--- config.mk ---
export PLATFORM = sky130hd
export DESIGN_NAME = sound_player
export DESIGN_NICKNAME = d
export VERILOG_FILES = /design/src/rtl/sound_pkg.sv /design/src/rtl/tone_divider.sv /design/src/rtl/sound_player.sv
export SDC_FILE = /design/constraint.sdc
export NUM_CORES = 1
export LEC_CHECK = 0
export CAP_MARGIN = 25
export CORE_MARGIN = 2
export CORE_UTILIZATION = 45
export CTS_CLUSTER_DIAMETER = 120
export CTS_CLUSTER_SIZE = 30
export DETAILED_ROUTE_END_ITERATION = 8
export DONT_BUFFER_PORTS = 1
export GPL_TIMING_DRIVEN = 1
export HOLD_SLACK_MARGIN = 0.05
export SETUP_SLACK_MARGIN = 0.15
export SLEW_MARGIN = 25
export SYNTH_ARGS = -nofsm -noshare
export SYNTH_HDL_FRONTEND = slang
export SYNTH_SLANG_ARGS = --single-unit
--- constraint.sdc ---
create_clock -name clk -period 3 [get_ports clk]
set_input_delay 0.3 -clock clk [delete_from_list [all_inputs] [get_ports clk]]
set_output_delay 0.3 -clock clk [all_outputs]
set_load 0.1 [all_outputs]
--- src/rtl/sound_pkg.sv ---
// sound_pkg: shared types and the melody table for the sound player.
//   snd_state_e   melody FSM states
//   SEL_LOSE/WIN  melody select codes
//   rom_hp()      half-period (in 50 MHz cycles) of note idx of melody sel
package sound_pkg;

  typedef enum logic [1:0] {
    SND_IDLE,
    SND_NOTE,
    SND_GAP,
    SND_DONE
  } snd_state_e;

  localparam logic SEL_LOSE = 1'b0;
  localparam logic SEL_WIN  = 1'b1;
  localparam int   HP_W     = 17;

  // WIN rises C5-E5-G5-C6, LOSE falls G4-E4-C4-C4.
  function automatic logic [HP_W-1:0] rom_hp(input logic sel, input logic [1:0] idx);
    logic [HP_W-1:0] hp;
    hp = '0;
    if (sel == SEL_WIN) begin
      case (idx)
        2'd0:    hp = 17'd47778;
        2'd1:    hp = 17'd37922;
        2'd2:    hp = 17'd31888;
        default: hp = 17'd23889;
      endcase
    end else begin
      case (idx)
        2'd0:    hp = 17'd63776;
        2'd1:    hp = 17'd75843;
        default: hp = 17'd95557;
      endcase
    end
    return hp;
  endfunction

endpackage

--- src/rtl/tone_divider.sv ---
// tone_divider: square-wave generator with a programmable half period.
//   clk      in  system clock
//   resetN   in  synchronous active-low reset
//   clear    in  hold tone low and preload the counter with hp-1
//   hp       in  half period in clock cycles (>= 1)
//   tone_out out square wave, toggles every hp cycles while clear is low
module tone_divider
  import sound_pkg::*;
(
  input  logic            clk,
  input  logic            resetN,
  input  logic            clear,
  input  logic [HP_W-1:0] hp,
  output logic            tone_out
);

  logic [HP_W-1:0] div_q;
  logic            tone_q;

  always_ff @(posedge clk) begin
    if (!resetN) begin
      div_q  <= '0;
      tone_q <= 1'b0;
    end else if (clear) begin
      div_q  <= hp - 17'd1;
      tone_q <= 1'b0;
    end else if (div_q == '0) begin
      div_q  <= hp - 17'd1;
      tone_q <= ~tone_q;
    end else begin
      div_q  <= div_q - 17'd1;
    end
  end

  assign tone_out = tone_q;

endmodule

--- src/rtl/sound_player.sv ---
// sound_player: plays a 4-note WIN or LOSE melody on a rising edge of
// enable_sound.
//   clk           in  system clock (50 MHz)
//   resetN        in  synchronous active-low reset
//   enable_sound  in  request level; a 0->1 transition in IDLE starts a melody
//   sound_freq_in in  melody select: 0=LOSE, 1=WIN, other values ignored
//   stop          in  synchronous abort
//   tone_out      out square-wave audio
//   playing       out high while notes/gaps are in progress
//   done          out one-cycle pulse after the last note
//   note_idx      out index of the current note
module sound_player
  import sound_pkg::*;
#(
  parameter int NOTE_LEN  = 12_500_000,
  parameter int GAP_LEN   = 2_500_000,
  parameter int DIV_SHIFT = 0,
  parameter int NOTES     = 4
) (
  input  logic       clk,
  input  logic       resetN,
  input  logic       enable_sound,
  input  logic [9:0] sound_freq_in,
  input  logic       stop,
  output logic       tone_out,
  output logic       playing,
  output logic       done,
  output logic [1:0] note_idx
);

  localparam int MAX_LEN = (NOTE_LEN > GAP_LEN) ? NOTE_LEN : GAP_LEN;
  localparam int CW      = $clog2(MAX_LEN + 1);
  localparam logic [CW-1:0] NOTE_LOAD = CW'(NOTE_LEN - 1);
  localparam logic [CW-1:0] GAP_LOAD  = CW'(GAP_LEN - 1);
  localparam logic [1:0]    LAST_IDX  = 2'(NOTES - 1);

  snd_state_e      state_q, state_d;
  logic [CW-1:0]   cnt_q, cnt_d;
  logic [1:0]      idx_q, idx_d;
  logic            sel_q, sel_d;
  logic            en_q;
  logic            start;
  logic [HP_W-1:0] hp_raw, hp;
  logic            div_clear;

  assign start = enable_sound && !en_q && (sound_freq_in <= 10'd1);

  always_ff @(posedge clk) begin
    if (!resetN) begin
      state_q <= SND_IDLE;
      cnt_q   <= '0;
      idx_q   <= '0;
      sel_q   <= SEL_LOSE;
      en_q    <= 1'b0;
    end else begin
      state_q <= state_d;
      cnt_q   <= cnt_d;
      idx_q   <= idx_d;
      sel_q   <= sel_d;
      en_q    <= enable_sound;  // tracks in every state, so stop also consumes an edge
    end
  end

  always_comb begin
    state_d = state_q;
    cnt_d   = cnt_q;
    idx_d   = idx_q;
    sel_d   = sel_q;
    if (stop) begin
      state_d = SND_IDLE;
      cnt_d   = '0;
      idx_d   = '0;
    end else begin
      case (state_q)
        SND_IDLE: begin
          if (start) begin
            state_d = SND_NOTE;
            sel_d   = sound_freq_in[0];
            idx_d   = '0;
            cnt_d   = NOTE_LOAD;
          end
        end
        SND_NOTE: begin
          if (cnt_q == '0) begin
            if (idx_q == LAST_IDX) begin
              state_d = SND_DONE;
            end else begin
              state_d = SND_GAP;
              cnt_d   = GAP_LOAD;
            end
          end else begin
            cnt_d = cnt_q - CW'(1);
          end
        end
        SND_GAP: begin
          if (cnt_q == '0) begin
            state_d = SND_NOTE;
            idx_d   = idx_q + 2'd1;
            cnt_d   = NOTE_LOAD;
          end else begin
            cnt_d = cnt_q - CW'(1);
          end
        end
        SND_DONE: begin
          state_d = SND_IDLE;
          idx_d   = '0;
        end
        default: state_d = SND_IDLE;
      endcase
    end
  end

  // The half period is looked up from the next-state select/index so the
  // divider preloads the right value on the very edge that enters a note.
  assign hp_raw = rom_hp(sel_d, idx_d) >> DIV_SHIFT;
  assign hp     = (hp_raw == '0) ? 17'd1 : hp_raw;

  // Run only while staying inside a note; any entry, exit or non-note
  // cycle holds the tone low with the counter preloaded.
  assign div_clear = !((state_q == SND_NOTE) && (state_d == SND_NOTE));

  tone_divider u_div (
    .clk      (clk),
    .resetN   (resetN),
    .clear    (div_clear),
    .hp       (hp),
    .tone_out (tone_out)
  );

  assign playing  = (state_q == SND_NOTE) || (state_q == SND_GAP);
  assign done     = (state_q == SND_DONE);
  assign note_idx = idx_q;

endmodule

### Word level (Yosys, flattened, before mapping)

Index checks and enable logic that the tools add are counted.

| cells by class | value |
|---|---|
| add/subtract/negate cells | 4 |
| multipliers | 0 |
| divide/modulo/power cells | 0 |
| $lt $le $gt $ge | 1 |
| equality and inequality tests | 9 |
| shifts and indexed selects | 0 |
| mux-type cells | 24 |
| bitwise gates (word level) | 2 |
| reductions and logical operators | 14 |

Operators by type and width:

| kind | number |
|---|---|
| $mux W24 | 4 |
| $pmux W24 S3 | 1 |
| $mux W17 | 4 |
| $pmux W16 S3 | 1 |
| $logic_not A17 Y1 | 2 |
| $pmux W17 S2 | 1 |
| $sub A17 B1 Y17 const B | 2 |
| $logic_not A24 Y1 | 1 |
| $sub A24 B1 Y24 const B | 1 |
| $mux W2 | 7 |
| $le A10 B1 Y1 const B | 1 |
| $eq A2 B2 Y1 const B | 4 |
| $pmux W2 S4 | 1 |
| $eq A2 B1 Y1 const B | 3 |
| $pmux W2 S3 | 1 |
| $logic_not A2 Y1 | 2 |
| $mux W1 | 4 |
| $logic_and A1 B1 Y1 | 3 |
| $ne A3 B3 Y1 const B | 1 |
| $reduce_and A3 Y1 | 1 |
| $reduce_bool A3 Y1 | 1 |
| $add A2 B1 Y2 const B | 1 |
| $ne A2 B2 Y1 const B | 1 |
| $not A1 Y1 | 2 |
| 4 further kinds | 4 |

| word-level totals | value |
|---|---|
| register bits after elaboration | 48 |
| latch bits | 0 |
| RAM bits | 0 |
| ROM bits | 0 |
| bits of input ports | 14 |
| output and inout port bits | 5 |
| word-level logic and storage cells | 61 |
| memories | 0 |

### Logic depth before layout (Yosys ltp)

| logic depth | value |
|---|---|
| depth in word-level cells | 14 |
| depth in mapped cells | 13 |
| depth with buffers taken out | 12 |

### Hierarchy

From an unflattened synthesis, not the netlist that was laid out.

| unflattened totals | value |
|---|---|
| cells, all modules | 407 |
| area, all modules | 3350.7 um^2 |

By module, submodules not included:

| module | instances | cells each | area an instance (um^2) | sequential area each (um^2) |
|---|---|---|---|---|
| sound_player | 1 | 270 | 2149.6 | 600.6 |
| tone_divider | 1 | 137 | 1201.2 | 360.3 |

### Worst setup path after synthesis

OpenSTA, ideal clock, no wires.

| timing | value |
|---|---|
| kind | register to register |
| start | register cnt_q[15] |
| end | register u_div.div_q[4] |
| library setup time | 122 ps |
| data arrival time | 3079 ps |
| data required time | 2878 ps |
| path slack | -200 ps |
| cell stages (with the launch flop) | 12 |
| buffers on the path | 1 |
| period minus slack after synthesis | 3200 ps |
| cells stage by stage | dfxtp_1 or4_1 buf_6 or3_4 or4_4 o211ai_2 maj3_2 nand2_1 ha_1 ha_1 a21boi_0 o311a_1 |

| between the ends | value |
|---|---|
| longest elaborated chain between the ends | 12 |
| elaborated cells between the ends (all ways) | 21 |
| classes of those cells | 1 x add/sub; 3 x eq/ne; 13 x mux; 4 x reduce/logical |

RTL lines:

| what | line | RTL |
|---|---|---|
| start, declared | sound_player.sv:38 | `logic [CW-1:0] cnt_q, cnt_d;` |
| start signal, assigned | sound_player.sv:57 | `cnt_q <= cnt_d;` |
| $logic_not A24 Y1 (*) | sound_player.sv:84, sound_player.sv:96 |  |
| $mux W2 | sound_player.sv:96 | `if (cnt_q == '0) begin` |
| $pmux W2 S3 | sound_player.sv:74 | `case (state_q)` |
| $mux W2 | sound_player.sv:69 | `if (stop) begin` |
| $eq A2 B2 Y1, or another cell as far along | sound_pkg.sv:23 | `case (idx)` |
| $pmux W16 S3 or $pmux W17 S2 (tied branches) | sound_pkg.sv:23, sound_pkg.sv:30 |  |
| $mux W17 | sound_pkg.sv:22 | `if (sel == SEL_WIN) begin` |
| $logic_not A17 Y1 | sound_player.sv:116 | `assign hp = (hp_raw == '0) ? 17'd1 : hp_raw;` |
| $mux W17 | sound_player.sv:116 |  |
| $sub A17 B1 Y17 | tone_divider.sv:25, tone_divider.sv:28 |  |
| $mux W17 | tone_divider.sv:27 | `end else if (div_q == '0) begin` |
| $mux W17 (*) | tone_divider.sv:24 | `end else if (clear) begin` |
| end signal, assigned | tone_divider.sv:25 | `div_q <= hp - 17'd1;` |
| end signal, assigned | tone_divider.sv:28 | `div_q <= hp - 17'd1;` |
| end signal, assigned | tone_divider.sv:31 | `div_q <= div_q - 17'd1;` |
| end, declared | tone_divider.sv:17 | `logic [HP_W-1:0] div_q;` |

Every way passes the cells marked *; elsewhere a longest branch is shown, timed or not.
A chain may end at the register's enable or synchronous reset.

### Worst setup path in the final report

| timing | value |
|---|---|
| start | register cnt_q[16] |
| end | register u_div.div_q[4] |

The elaborated chain is that of the path after synthesis.

==> results.cfg <==
[synth]
ys_warn_count = 0
ys_ff_latch = 48
netlist_area_um2 = 3050
syn_inst = 371
syn_nets = 395
synth_flop_cell = dfxtp_1
syn_area_per_cell_um2 = 8.21
async_flop_share = 0
synthDistinctLibCells = 69
ys_seq_area_frac = 0.316
synth_edf_count = 0

[worst_setup_path]
worstPathRequired_ns = 3.20
ff2ff_path_depth = 10
crit_path_end = u_div.div_q[4]
reg2reg_from = cnt_q[16]
cp.arrival_ns = 3.13
critPathLaunchType = register
reg2reg_to = u_div.div_q[4]
critPathCaptureType = register
cp_max_fo = 2
crit_start = cnt_q[16]
regToRegSetupSlack_ns = 0.07
path_class = register to register

[power_and_ir_drop]
peakVddDrop_v = 0.000170
power_switching_uw = 271
combPwrFrac = 0.053
swShare = 0.219
power_density_nw_per_um2 = 346
clockPowerShare = 0.417
seq_power_share = 0.530
p_leak_uw = 0.00134
p_int_uw = 966
power.total_uw = 1240

[die]
start_util = 0.472
coreArea_um2 = 6460
io_pins = 19
die_w_um = 86.3
fp.dieH_um = 86.3
die_area_um2 = 7440
rows = 29

[detailed_routing]
ant_nets = 0
vias = 3117
wl_um = 8670
drc = 0
routed_via_density = 6.41
drt_first_pass_iters = 5
wl_per_cell_um = 17.8
first_iter_violations = 288

[clocking]
cts_num_sinks = 48
clkTransAtPathRegs_ns = 0.09
cts_root_buf = clkbuf_8
cts_tree = yes
hold_buffers = 0
cts_inserted_buffers = 5
htreeDepth = 2
cts.path.max_buffers = 2
clk_latency_ns = 0.31

[finish]
layout-drive-gt1-share = 0.210
regArea_um2 = 967
fin_util = 0.553
antennaDiodeCount = 0
multiInputGateArea_um2 = 2000
area_growth_pct = 17.3
fill_cells = 608
layout.nets = 432

[placed_design]
io_buffers = 0
hpwl_um = 6190
place_congestion = 0.875

[sta]
drv_slew = 0
setup_viol = 0
worstMarginPinSlew_ns = 0.998
skew_ns = 0.00748
finalHoldViolCount = 0
slew-limit-headroom = 0.334
timing.fmax_ghz = 0.341
finalCritPeriodShare = 0.977
fin_crit_ns = 2.93
rsz0062_at_grt = true
fin_hold_ws_ns = 0.106

[grt]
overflow = 0
grt_pass1_wl_um = 14200
grt_pass1_vias = 2728
antenna_found_initial = 0
grt.total_usage = 0.240
grt_start_max_net_pins = 26

[job]
drv_cap = 0

[worst_hold_path]
hold_class = input port to register
hold_start = enable_sound

[run_status]
status = finished, final reports clean
==> per-stage QoR <==
step	setup slack (ns)	instance area [um^2]	cells	TNS [ns]
finish	0.0704	3570	486	0
global placement	0.110	3380	472	0
detailed placement	0.0482	3380	472	0
CTS	0.0939	3550	484	0
global route	0.000769	3570	486	0
floorplan	-0.0275	3060	371	-0.0275
==> routing by layer <==
| metal | track usage | vias to the layer above | share of wire |
|---|---|---|---|
| li1 | - | 1509 | - |
| met1 | 0.369 | 1451 | 0.50 |
| met2 | 0.341 | 145 | 0.42 |
| met5 | 0 | - | 0 |
| met3 | 0.0333 | 12 | 0.072 |
| met4 | 0.0781 | 0 | 0.014 |
==> repair_timing <==
item / 4_1_cts / 5_1_grt
endpoints found under the hold margin: 0 / 0
pin swaps: 3 / 2
setup endpoints to repair: 2 / 4
gates resized for setup: 6 / 1
buffers inserted: 4 / 2
==> state kept, by name (all words and copies together), names as in the netlist <==
| register | count |
|---|---|
| cnt_q | 24 |
| sel_q | 1 |
| state_q | 2 |
| en_q | 1 |
| note_idx | 2 |
| u_div.tone_out | 1 |
| u_div.div_q | 17 |
==> layout by cell type, fill, tap and decap left out, drive strengths merged, types with 14 or more instances in the layout <==
cell,Yosys,layout
a21oi,23,23
buf,4,44
dfxtp,48,48
nand2,26,26
nor2,35,35
nor3,19,19
nor4,14,14
o21ai,28,28
xnor2,15,15
==> power groups by stage <==
stage | Sequential [uW] | Clock, uW | Combinational (uW)
finish | 655 | 516 | 65.4
global route | 657 | 556 | 72.1
CTS | 655 | 530 | 65.1
detailed placement | 670 | 0 | 64.7
global placement | 669 | 0 | 64.9
floorplan | 668 | 0 | 44.4
==> worst min path at each step <==
stage	end	slack, ns	depth (start not counted)
2_1_floorplan	en_q	0.42	1
3_3_place_gp	en_q	0.43	1
3_5_place_dp	en_q	0.42	1
4_1_cts	en_q	0.10	1
5_1_grt	u_div.div_q[4]	0.10	1
6_report	en_q	0.11	1
==> kinds of logic after synthesis <==
group	share of synthesized area
AND/OR/NAND/NOR	0.251
buffers and inverters	0.0378
multiplexers	0.00698
AO/OA/AOI/OAI	0.284
XOR/XNOR	0.0604
flip-flops	0.316
adder cells (fa/ha/maj)	0.0448
==> worst max-delay path, cell delays in order (launching register included) <==
cell and delay [ns]:
dfxtp_2 0.33, or4_4 0.54, or3_4 0.38, or4_4 0.42
o211ai_2 0.10, maj3_2 0.24, nand2_1 0.06, ha_2 0.18
ha_2 0.17, a21boi_0 0.12, o311a_1 0.28
==> synth_stat cells, types with 5 or more instances <==
cell type	instances	area (um^2)
dfxtp_1	48	961
nor2_1	33	124
nand2_1	26	97.6
o21ai_0	25	125
a21oi_1	22	110
nor3_1	18	90.1
xnor2_1	15	131
nor4_1	13	81.3
inv_1	11	41.3
nand3_1	11	55.1
clkbuf_1	10	37.5
ha_1	10	125
a31oi_1	9	56.3
a311oi_1	7	61.3
or4_1	7	52.6
a211oi_1	6	45.0
nand4_1	6	37.5
o31ai_1	6	45.0
xor2_1	6	52.6
a22oi_1	5	37.5
o41ai_1	5	43.8
==> cell type report <==
| class | instances | area share |
|---|---|---|
| inverters | 13 | 0.0137 |
| repair buffers | 44 | 0.0925 |
| clock inverters | 1 | 0.00841 |
| well taps | 77 | 0.0270 |
| multi-input cells | 296 | 0.561 |
| clock buffers | 7 | 0.0270 |
| flip-flops and latches | 48 | 0.271 |
Note: power is estimated with default switching activity, not from simulation.
